File: config.mk
export PLATFORM = sky130hd
export DESIGN_NAME = uart_cmd_ctrl
export DESIGN_NICKNAME = d
export VERILOG_FILES = /design/src/rtl/uart_cmd_pkg.sv /design/src/rtl/uart_cmd_buf.sv /design/src/rtl/uart_cmd_ctrl.sv
export SDC_FILE = /design/constraint.sdc
export NUM_CORES = 1
export LEC_CHECK = 0
export BUFFER_PORTS_ARGS = -buffer_cell sky130_fd_sc_hd__buf_4
export CORE_MARGIN = 2
export CORE_UTILIZATION = 41
export CTS_BUF_LIST = sky130_fd_sc_hd__clkbuf_4
export DETAILED_ROUTE_END_ITERATION = 10
export SYNTH_ARGS = -nofsm -noshare
export SYNTH_HDL_FRONTEND = slang
export SYNTH_SLANG_ARGS = --single-unit
File: constraint.sdc
create_clock -name i_clk -period 2.95 [get_ports i_clk]
set_input_delay 0.295 -clock i_clk [delete_from_list [all_inputs] [get_ports i_clk]]
set_output_delay 0.295 -clock i_clk [all_outputs]
set_load 0.05 [all_outputs]
File: src/rtl/uart_cmd_pkg.sv
`default_nettype none
`timescale 1ns/1ps
// +--------------------------------------------------------------------------+
// | Module   : uart_cmd_pkg                                                   |
// | Purpose  : Shared types and constants for the UART command controller:   |
// |            frame state encoding, error codes and response bytes.         |
// | Revision : 1.0  initial release                                          |
// +--------------------------------------------------------------------------+
package uart_cmd_pkg;

   typedef enum logic [2:0] {
      IDLE   = 3'd0,
      ADDR   = 3'd1,
      LEN    = 3'd2,
      DATA   = 3'd3,
      CSUM   = 3'd4,
      COMMIT = 3'd5,
      RESP   = 3'd6
   } state_t;

   localparam logic [1:0] ERR_LEN     = 2'd1;
   localparam logic [1:0] ERR_CSUM    = 2'd2;
   localparam logic [1:0] ERR_TIMEOUT = 2'd3;

   localparam logic [7:0] ACK_BYTE = 8'h06;
   localparam logic [7:0] NAK_BYTE = 8'h15;

endpackage
`default_nettype wire

File: src/rtl/uart_cmd_buf.sv
`default_nettype none
`timescale 1ns/1ps
// +--------------------------------------------------------------------------+
// | Module   : uart_cmd_buf                                                   |
// | Purpose  : Payload buffer, DEPTH x 8. Synchronous write port filled while |
// |            the frame payload arrives, asynchronous read port drained     |
// |            during the commit burst.                                      |
// | Ports    : i_clk            clock                                         |
// |            i_we/i_waddr/i_wdata   write port                              |
// |            i_raddr/o_rdata        combinational read port                 |
// | Revision : 1.0  initial release                                          |
// +--------------------------------------------------------------------------+
module uart_cmd_buf
   import uart_cmd_pkg::*;
#(
   parameter int DEPTH = 16,
   parameter int AW    = (DEPTH > 1) ? $clog2(DEPTH) : 1
) (
   input  logic          i_clk,
   input  logic          i_we,
   input  logic [AW-1:0] i_waddr,
   input  logic [7:0]    i_wdata,
   input  logic [AW-1:0] i_raddr,
   output logic [7:0]    o_rdata
);

   // Contents need no reset: every entry read during a commit was written
   // earlier in the same frame.
   logic [7:0] r_mem [DEPTH];

   always_ff @(posedge i_clk) begin
      if (i_we) begin
         r_mem[i_waddr] <= i_wdata;
      end
   end

   assign o_rdata = r_mem[i_raddr];

endmodule
`default_nettype wire

File: src/rtl/uart_cmd_ctrl.sv
`default_nettype none
`timescale 1ns/1ps
// +--------------------------------------------------------------------------+
// | Module   : uart_cmd_ctrl                                                  |
// | Purpose  : Frames the uart_rx byte stream (SYNC ADDR LEN payload CSUM),   |
// |            checks the XOR checksum, commits the payload as a burst of    |
// |            register writes and answers with ACK/NAK on the tx path.      |
// | Ports    : i_clk, i_reset (async, active-high)                            |
// |            i_rx_data/i_rx_valid      byte stream from uart_rx             |
// |            o_reg_addr/o_reg_wdata/o_reg_we   register write bus          |
// |            o_tx_data/o_tx_valid/i_tx_ready   response handshake          |
// |            o_busy, o_err, o_err_code, o_overrun   status                 |
// | Revision : 1.0  initial release                                          |
// +--------------------------------------------------------------------------+
module uart_cmd_ctrl
   import uart_cmd_pkg::*;
#(
   parameter int         CLK_FREQ     = 50000000,
   parameter int         CLK_PER_BIT  = 5208,
   parameter int         MAX_LEN      = 16,
   parameter int         TIMEOUT_BITS = 30,
   parameter logic [7:0] SYNC_BYTE    = 8'hA5
) (
   input  logic       i_clk,
   input  logic       i_reset,
   input  logic [7:0] i_rx_data,
   input  logic       i_rx_valid,
   output logic [7:0] o_reg_addr,
   output logic [7:0] o_reg_wdata,
   output logic       o_reg_we,
   output logic [7:0] o_tx_data,
   output logic       o_tx_valid,
   input  logic       i_tx_ready,
   output logic       o_busy,
   output logic       o_err,
   output logic [1:0] o_err_code,
   output logic       o_overrun
);

   localparam int TO_LIMIT = CLK_PER_BIT * TIMEOUT_BITS;
   localparam int TO_W     = $clog2(TO_LIMIT);
   localparam int LW       = $clog2(MAX_LEN + 1);           // holds 0..MAX_LEN
   localparam int BW       = (MAX_LEN > 1) ? $clog2(MAX_LEN) : 1;

   if (MAX_LEN < 1 || MAX_LEN > 255 || CLK_FREQ <= 0) begin : g_bad_param
      $error("uart_cmd_ctrl: MAX_LEN must be 1..255 and CLK_FREQ positive");
   end

   state_t          r_state;
   state_t          w_state_next;
   logic [7:0]      r_addr;
   logic [7:0]      r_csum;
   logic [LW-1:0]   r_len;
   logic [LW-1:0]   r_idx;        // payload index in DATA, write index in COMMIT
   logic [TO_W-1:0] r_to_cnt;
   logic            w_frame_st;
   logic            w_to_hit;
   logic            w_err;
   logic [1:0]      w_err_code;
   logic            w_buf_we;
   logic            w_tx_load;
   logic [7:0]      w_tx_byte;
   logic [7:0]      w_rd_data;

   uart_cmd_buf #(
      .DEPTH (MAX_LEN),
      .AW    (BW)
   ) u_buf (
      .i_clk   (i_clk),
      .i_we    (w_buf_we),
      .i_waddr (r_idx[BW-1:0]),
      .i_wdata (i_rx_data),
      .i_raddr (r_idx[BW-1:0]),
      .o_rdata (w_rd_data)
   );

   assign w_frame_st = (r_state == ADDR) || (r_state == LEN) ||
                       (r_state == DATA) || (r_state == CSUM);
   assign w_to_hit   = w_frame_st && !i_rx_valid &&
                       (r_to_cnt == TO_W'(TO_LIMIT - 1));

   // Next-state and per-cycle strobes
   always_comb begin
      w_state_next = r_state;
      w_err        = 1'b0;
      w_err_code   = o_err_code;
      w_buf_we     = 1'b0;
      w_tx_load    = 1'b0;
      w_tx_byte    = ACK_BYTE;
      if (w_to_hit) begin
         // Stalled frame is abandoned silently: no response, no writes.
         w_state_next = IDLE;
         w_err        = 1'b1;
         w_err_code   = ERR_TIMEOUT;
      end else begin
         case (r_state)
            IDLE: begin
               if (i_rx_valid && i_rx_data == SYNC_BYTE) begin
                  w_state_next = ADDR;
               end
            end
            ADDR: begin
               if (i_rx_valid) begin
                  w_state_next = LEN;
               end
            end
            LEN: begin
               if (i_rx_valid) begin
                  if (i_rx_data == 8'd0 || i_rx_data > 8'(MAX_LEN)) begin
                     w_state_next = RESP;
                     w_err        = 1'b1;
                     w_err_code   = ERR_LEN;
                     w_tx_load    = 1'b1;
                     w_tx_byte    = NAK_BYTE;
                  end else begin
                     w_state_next = DATA;
                  end
               end
            end
            DATA: begin
               if (i_rx_valid) begin
                  w_buf_we = 1'b1;
                  if (r_idx == r_len - 1'b1) begin
                     w_state_next = CSUM;
                  end
               end
            end
            CSUM: begin
               if (i_rx_valid) begin
                  if (i_rx_data == r_csum) begin
                     w_state_next = COMMIT;
                  end else begin
                     w_state_next = RESP;
                     w_err        = 1'b1;
                     w_err_code   = ERR_CSUM;
                     w_tx_load    = 1'b1;
                     w_tx_byte    = NAK_BYTE;
                  end
               end
            end
            COMMIT: begin
               if (r_idx == r_len) begin
                  w_state_next = RESP;
                  w_tx_load    = 1'b1;
               end
            end
            RESP: begin
               if (i_tx_ready) begin
                  w_state_next = IDLE;
               end
            end
            default: w_state_next = IDLE;
         endcase
      end
   end

   // State register, datapath and registered outputs
   always_ff @(posedge i_clk or posedge i_reset) begin
      if (i_reset) begin
         r_state     <= IDLE;
         r_addr      <= 8'd0;
         r_csum      <= 8'd0;
         r_len       <= '0;
         r_idx       <= '0;
         r_to_cnt    <= '0;
         o_reg_addr  <= 8'd0;
         o_reg_wdata <= 8'd0;
         o_reg_we    <= 1'b0;
         o_tx_data   <= 8'd0;
         o_tx_valid  <= 1'b0;
         o_busy      <= 1'b0;
         o_err       <= 1'b0;
         o_err_code  <= 2'd0;
         o_overrun   <= 1'b0;
      end else begin
         r_state    <= w_state_next;
         o_busy     <= (w_state_next != IDLE);
         o_err      <= w_err;
         o_err_code <= w_err_code;
         o_overrun  <= i_rx_valid && (r_state == COMMIT || r_state == RESP);
         o_reg_we   <= 1'b0;

         if (w_to_hit || !w_frame_st || i_rx_valid) begin
            r_to_cnt <= '0;
         end else begin
            r_to_cnt <= r_to_cnt + 1'b1;
         end

         case (r_state)
            IDLE: begin
               if (w_state_next == ADDR) begin
                  r_csum <= 8'd0;
               end
            end
            ADDR: begin
               if (i_rx_valid) begin
                  r_addr <= i_rx_data;
                  r_csum <= r_csum ^ i_rx_data;
               end
            end
            LEN: begin
               if (i_rx_valid) begin
                  r_len  <= LW'(i_rx_data);
                  r_csum <= r_csum ^ i_rx_data;
                  r_idx  <= '0;
               end
            end
            DATA: begin
               if (i_rx_valid) begin
                  r_csum <= r_csum ^ i_rx_data;
                  // Rewind so CSUM already presents buffer[0] on the read port.
                  r_idx  <= (w_state_next == CSUM) ? '0 : r_idx + 1'b1;
               end
            end
            CSUM: begin
               // First write is issued on the checksum strobe itself so it
               // appears on the bus the very next cycle.
               if (w_state_next == COMMIT) begin
                  o_reg_we    <= 1'b1;
                  o_reg_addr  <= r_addr;
                  o_reg_wdata <= w_rd_data;
                  r_idx       <= LW'(1);
               end
            end
            COMMIT: begin
               if (r_idx != r_len) begin
                  o_reg_we    <= 1'b1;
                  o_reg_addr  <= r_addr + 8'(r_idx);
                  o_reg_wdata <= w_rd_data;
                  r_idx       <= r_idx + 1'b1;
               end
            end
            default: ;
         endcase

         if (w_tx_load) begin
            o_tx_valid <= 1'b1;
            o_tx_data  <= w_tx_byte;
         end else if (r_state == RESP && i_tx_ready) begin
            o_tx_valid <= 1'b0;
         end
      end
   end

endmodule
`default_nettype wire

==> flow_summary.toml <==
[global_route]
use_met1 = 0.241
grt_use_met3 = 0.0373
grt_use_total = 0.175
grt_max_degree = 39
overflow = 0
grt.busiest_layer = "met2"
grt_pass1_vias = 5416
grt_pass1_wl_um = 30000
antenna_found_initial = 1
met2_usage = 0.276

[floorplanning]
ios = 43
start_util = 0.419
dieHeight_um = 151
rows = 53
core_area_um2 = 21200
dieWidth_um = 151
die-area_um2 = 22800

[cells_and_area]
nNetsFinal = 719
drive_above_1_share = 0.266
final-instance-count-excl-fill = 1010
final_cell_mix = "edfxtp_1, clkbuf_4, dfrtp_1, nor2_1, buf_4"
syn_to_final_growth_pct = 15.0
finalCoreUtilization = 0.482
final_common_cell = "edfxtp_1"

[sta]
hold_violations = 0
slew_viol_final = 0
finalSetupViolations = 0
clock_skew_ps = 34.8
fin_worst_hold_slack_ps = 38.1
slew_headroom = 0.439
rsz0062_at_grt = "no"
fin_tns_setup_ps = 0
worst_slew_pin_slew_ps = 838
period_share = 0.831
layout_min_cycle_time_ps = 2450
clock.fmax_mhz = 408

[synth]
synth_area_leaders = "edfxtp_1, dfrtp_1, mux4_2"
syn_avg_cell_area_um2 = 14.7
synth-edff-count = 128
synth_cell_types = 52
async_flop_share = 0.363
ys_seq_area_frac = 0.639
yosysTopAreaCell = "edfxtp_1"
synthFlopType = "edfxtp_1"
synth_top_area_frac = 0.433
netlist_instances = 604
synth_area_um2 = 8870
yosys_register_bits = 201
ys.warnings.count = 0

[placement]
port_buffers = 38
dpl.cell_count = 914
dp_hpwl_um = 12200
place_congestion = 0.810

[worst_setup_path]
worstPathMaxFanout = 38
worstSetupEndpointType = "flip-flop"
critical_path_arrival_ps = 2990
criticalPathCategory = "reg -> reg"
startpoint_type = "flip-flop"
timing.rr.end = "o_reg_addr[4]$_DFFE_PP0P_"
ff2ff_path_depth = 10
r2r-start = "r_idx[0]$_DFFE_PP0P_"
required_ps = 3490
r2r_slack_ps = 500

[cts]
clockBufferDepth = 3
clk_latency_ps = 640
clock_sinks = 201
cts_setup_buffers = 0
ctsResizeCount = 0
clock-root-buffer = "clkbuf_4"
cts_buffers = 52
clk_pin_slew_ps = 60
htreeDepth = 2
tritoncts = "done"

[drt]
postRouteAntennaNets = 0
drt_wl_total_um = 19000
first_pass_iters = 5
drc = 0
vias = 5366
avgRoutedWirePerCell_um = 18.9
via_per_inst = 5.31
drt_iter0_drc = 398

[min_path]
holdPathStages = 4
hold_end = "o_tx_valid$_DFFE_PP0P_"
holdCritStartpoint = "i_tx_ready"
hp-class = "in -> reg"

[pwr]
ir_drop_mv = 0.264
cellPowerDensity_nw_per_um2 = 802
p_leak_nw = 3.79

[job]
cap_viol_max_count = 0

[outcome]
status = "finished clean"
[worst max-delay path, cell delays in order (launching register included)]
cell and delay [ps]:
dfrtp_2 420, buf_12 280, ha_1 240, inv_1 60
fa_1 370, nor2b_1 200, o21ai_0 140, and3_1 200
nor3_1 160, a21oi_1 70, a21oi_1 190
[where the power goes]
part | internal, mW | leakage (nW) | total [mW] | switching, mW
clock network | 1.23 | 0.396 | 2.31 | 1.08
logic | 0.923 | 1.33 | 2.27 | 1.35
registers | 3.30 | 2.07 | 3.59 | 0.290
total | 5.45 | 3.79 | 8.18 | 2.72
[registers in the layout, summed over array words and instances, names as in the netlist, 5 cells and up]
register / count
u_buf.r_mem: 128
r_csum: 8
o_reg_wdata: 8
r_len: 5
r_idx: 5
r_addr: 8
o_reg_addr: 8
r_to_cnt: 18
[Yosys cell counts, types with 3 or more instances]
| cell type | count |
|---|---|
| mux2_2 | 13 |
| clkbuf_1 | 15 |
| nand3_1 | 18 |
| o31ai_1 | 3 |
| o21ai_1 | 3 |
| o211ai_1 | 3 |
| nand2_1 | 33 |
| dfrtp_1 | 73 |
| a21oi_1 | 18 |
| nor2_1 | 61 |
| buf_2 | 5 |
| nand2b_1 | 16 |
| nor2b_1 | 3 |
| edfxtp_1 | 128 |
| ha_1 | 11 |
| nand4_1 | 6 |
| nor3_1 | 9 |
| a31oi_1 | 6 |
| mux4_2 | 25 |
| o21ai_0 | 31 |
| and2_1 | 3 |
| xnor2_1 | 22 |
| mux4_1 | 15 |
| mux2_4 | 5 |
| or3_1 | 5 |
| a21o_1 | 4 |
| xor2_1 | 12 |
| nand3b_1 | 3 |
| buf_4 | 5 |
| inv_1 | 16 |
| and3_1 | 8 |
[metal layers]
metal / share of wire / routed length (um) / vias to the layer above
met4: 0.020 / 382 / 0
met3: 0.051 / 972 / 34
met1: 0.45 / 8500 / 2715
met2: 0.48 / 9190 / 147
li1: - / - / 2470
met5: 0 / 0 / -
[per-stage QoR]
stage	power (mW)	setup WS [ps]	area, um^2
floorplan	5.33	710	8880
finish	8.18	499	10200
global placement	5.87	597	9520
CTS	8.27	511	10200
global route	8.68	271	10200
detailed placement	5.93	545	9520
[worst max path at each step]
stage                               startpoint                         end  slack [ps]  cells past startpoint
after global placement    r_len[0]$_DFFE_PP0P_            o_busy$_DFF_PP0_         600                      8
after floorplan           r_idx[1]$_DFFE_PP0P_   o_reg_addr[6]$_DFFE_PP0P_         710                     10
after detailed placement  r_state[2]$_DFF_PP0_  o_reg_wdata[5]$_DFFE_PP0P_         540                      4
final                     r_idx[0]$_DFFE_PP0P_   o_reg_addr[4]$_DFFE_PP0P_         500                     10
after global routing      r_state[2]$_DFF_PP0_   o_reg_addr[5]$_DFFE_PP0P_         270                      6
after CTS                 r_state[2]$_DFF_PP0_   o_reg_addr[4]$_DFFE_PP0P_         510                      6
[cells by family after synthesis]
logic type	after synthesis	synth area share
xor gates and xnor gates	34	0.0336
AOI/OAI and AO/OA	76	0.0518
other	1	0.000423
and+or+nand+nor	176	0.0971
muxes	58	0.133
adders and majority gates	12	0.0178
DFF	201	0.639
buffers and inverters	46	0.0271
[cell type report]
cell class / instances / area [um^2]
repair buffers: 64 / 498
clock inverters: 13 / 50.0
clock buffers: 80 / 601
multi-input cells: 360 / 2970
diodes: 1 / 2.50
inverters: 16 / 60.1
fillers: 1814 / 11000
well taps: 275 / 344
flip-flops and latches: 201 / 5670
[what timing repair did]
| item | CTS | global route |
|---|---|---|
| hold buffers | 2 | 0 |
| setup endpoints to repair | 0 | 0 |
| endpoints found under the hold margin | 20 | 0 |
(Power assumes the default switching activity.)
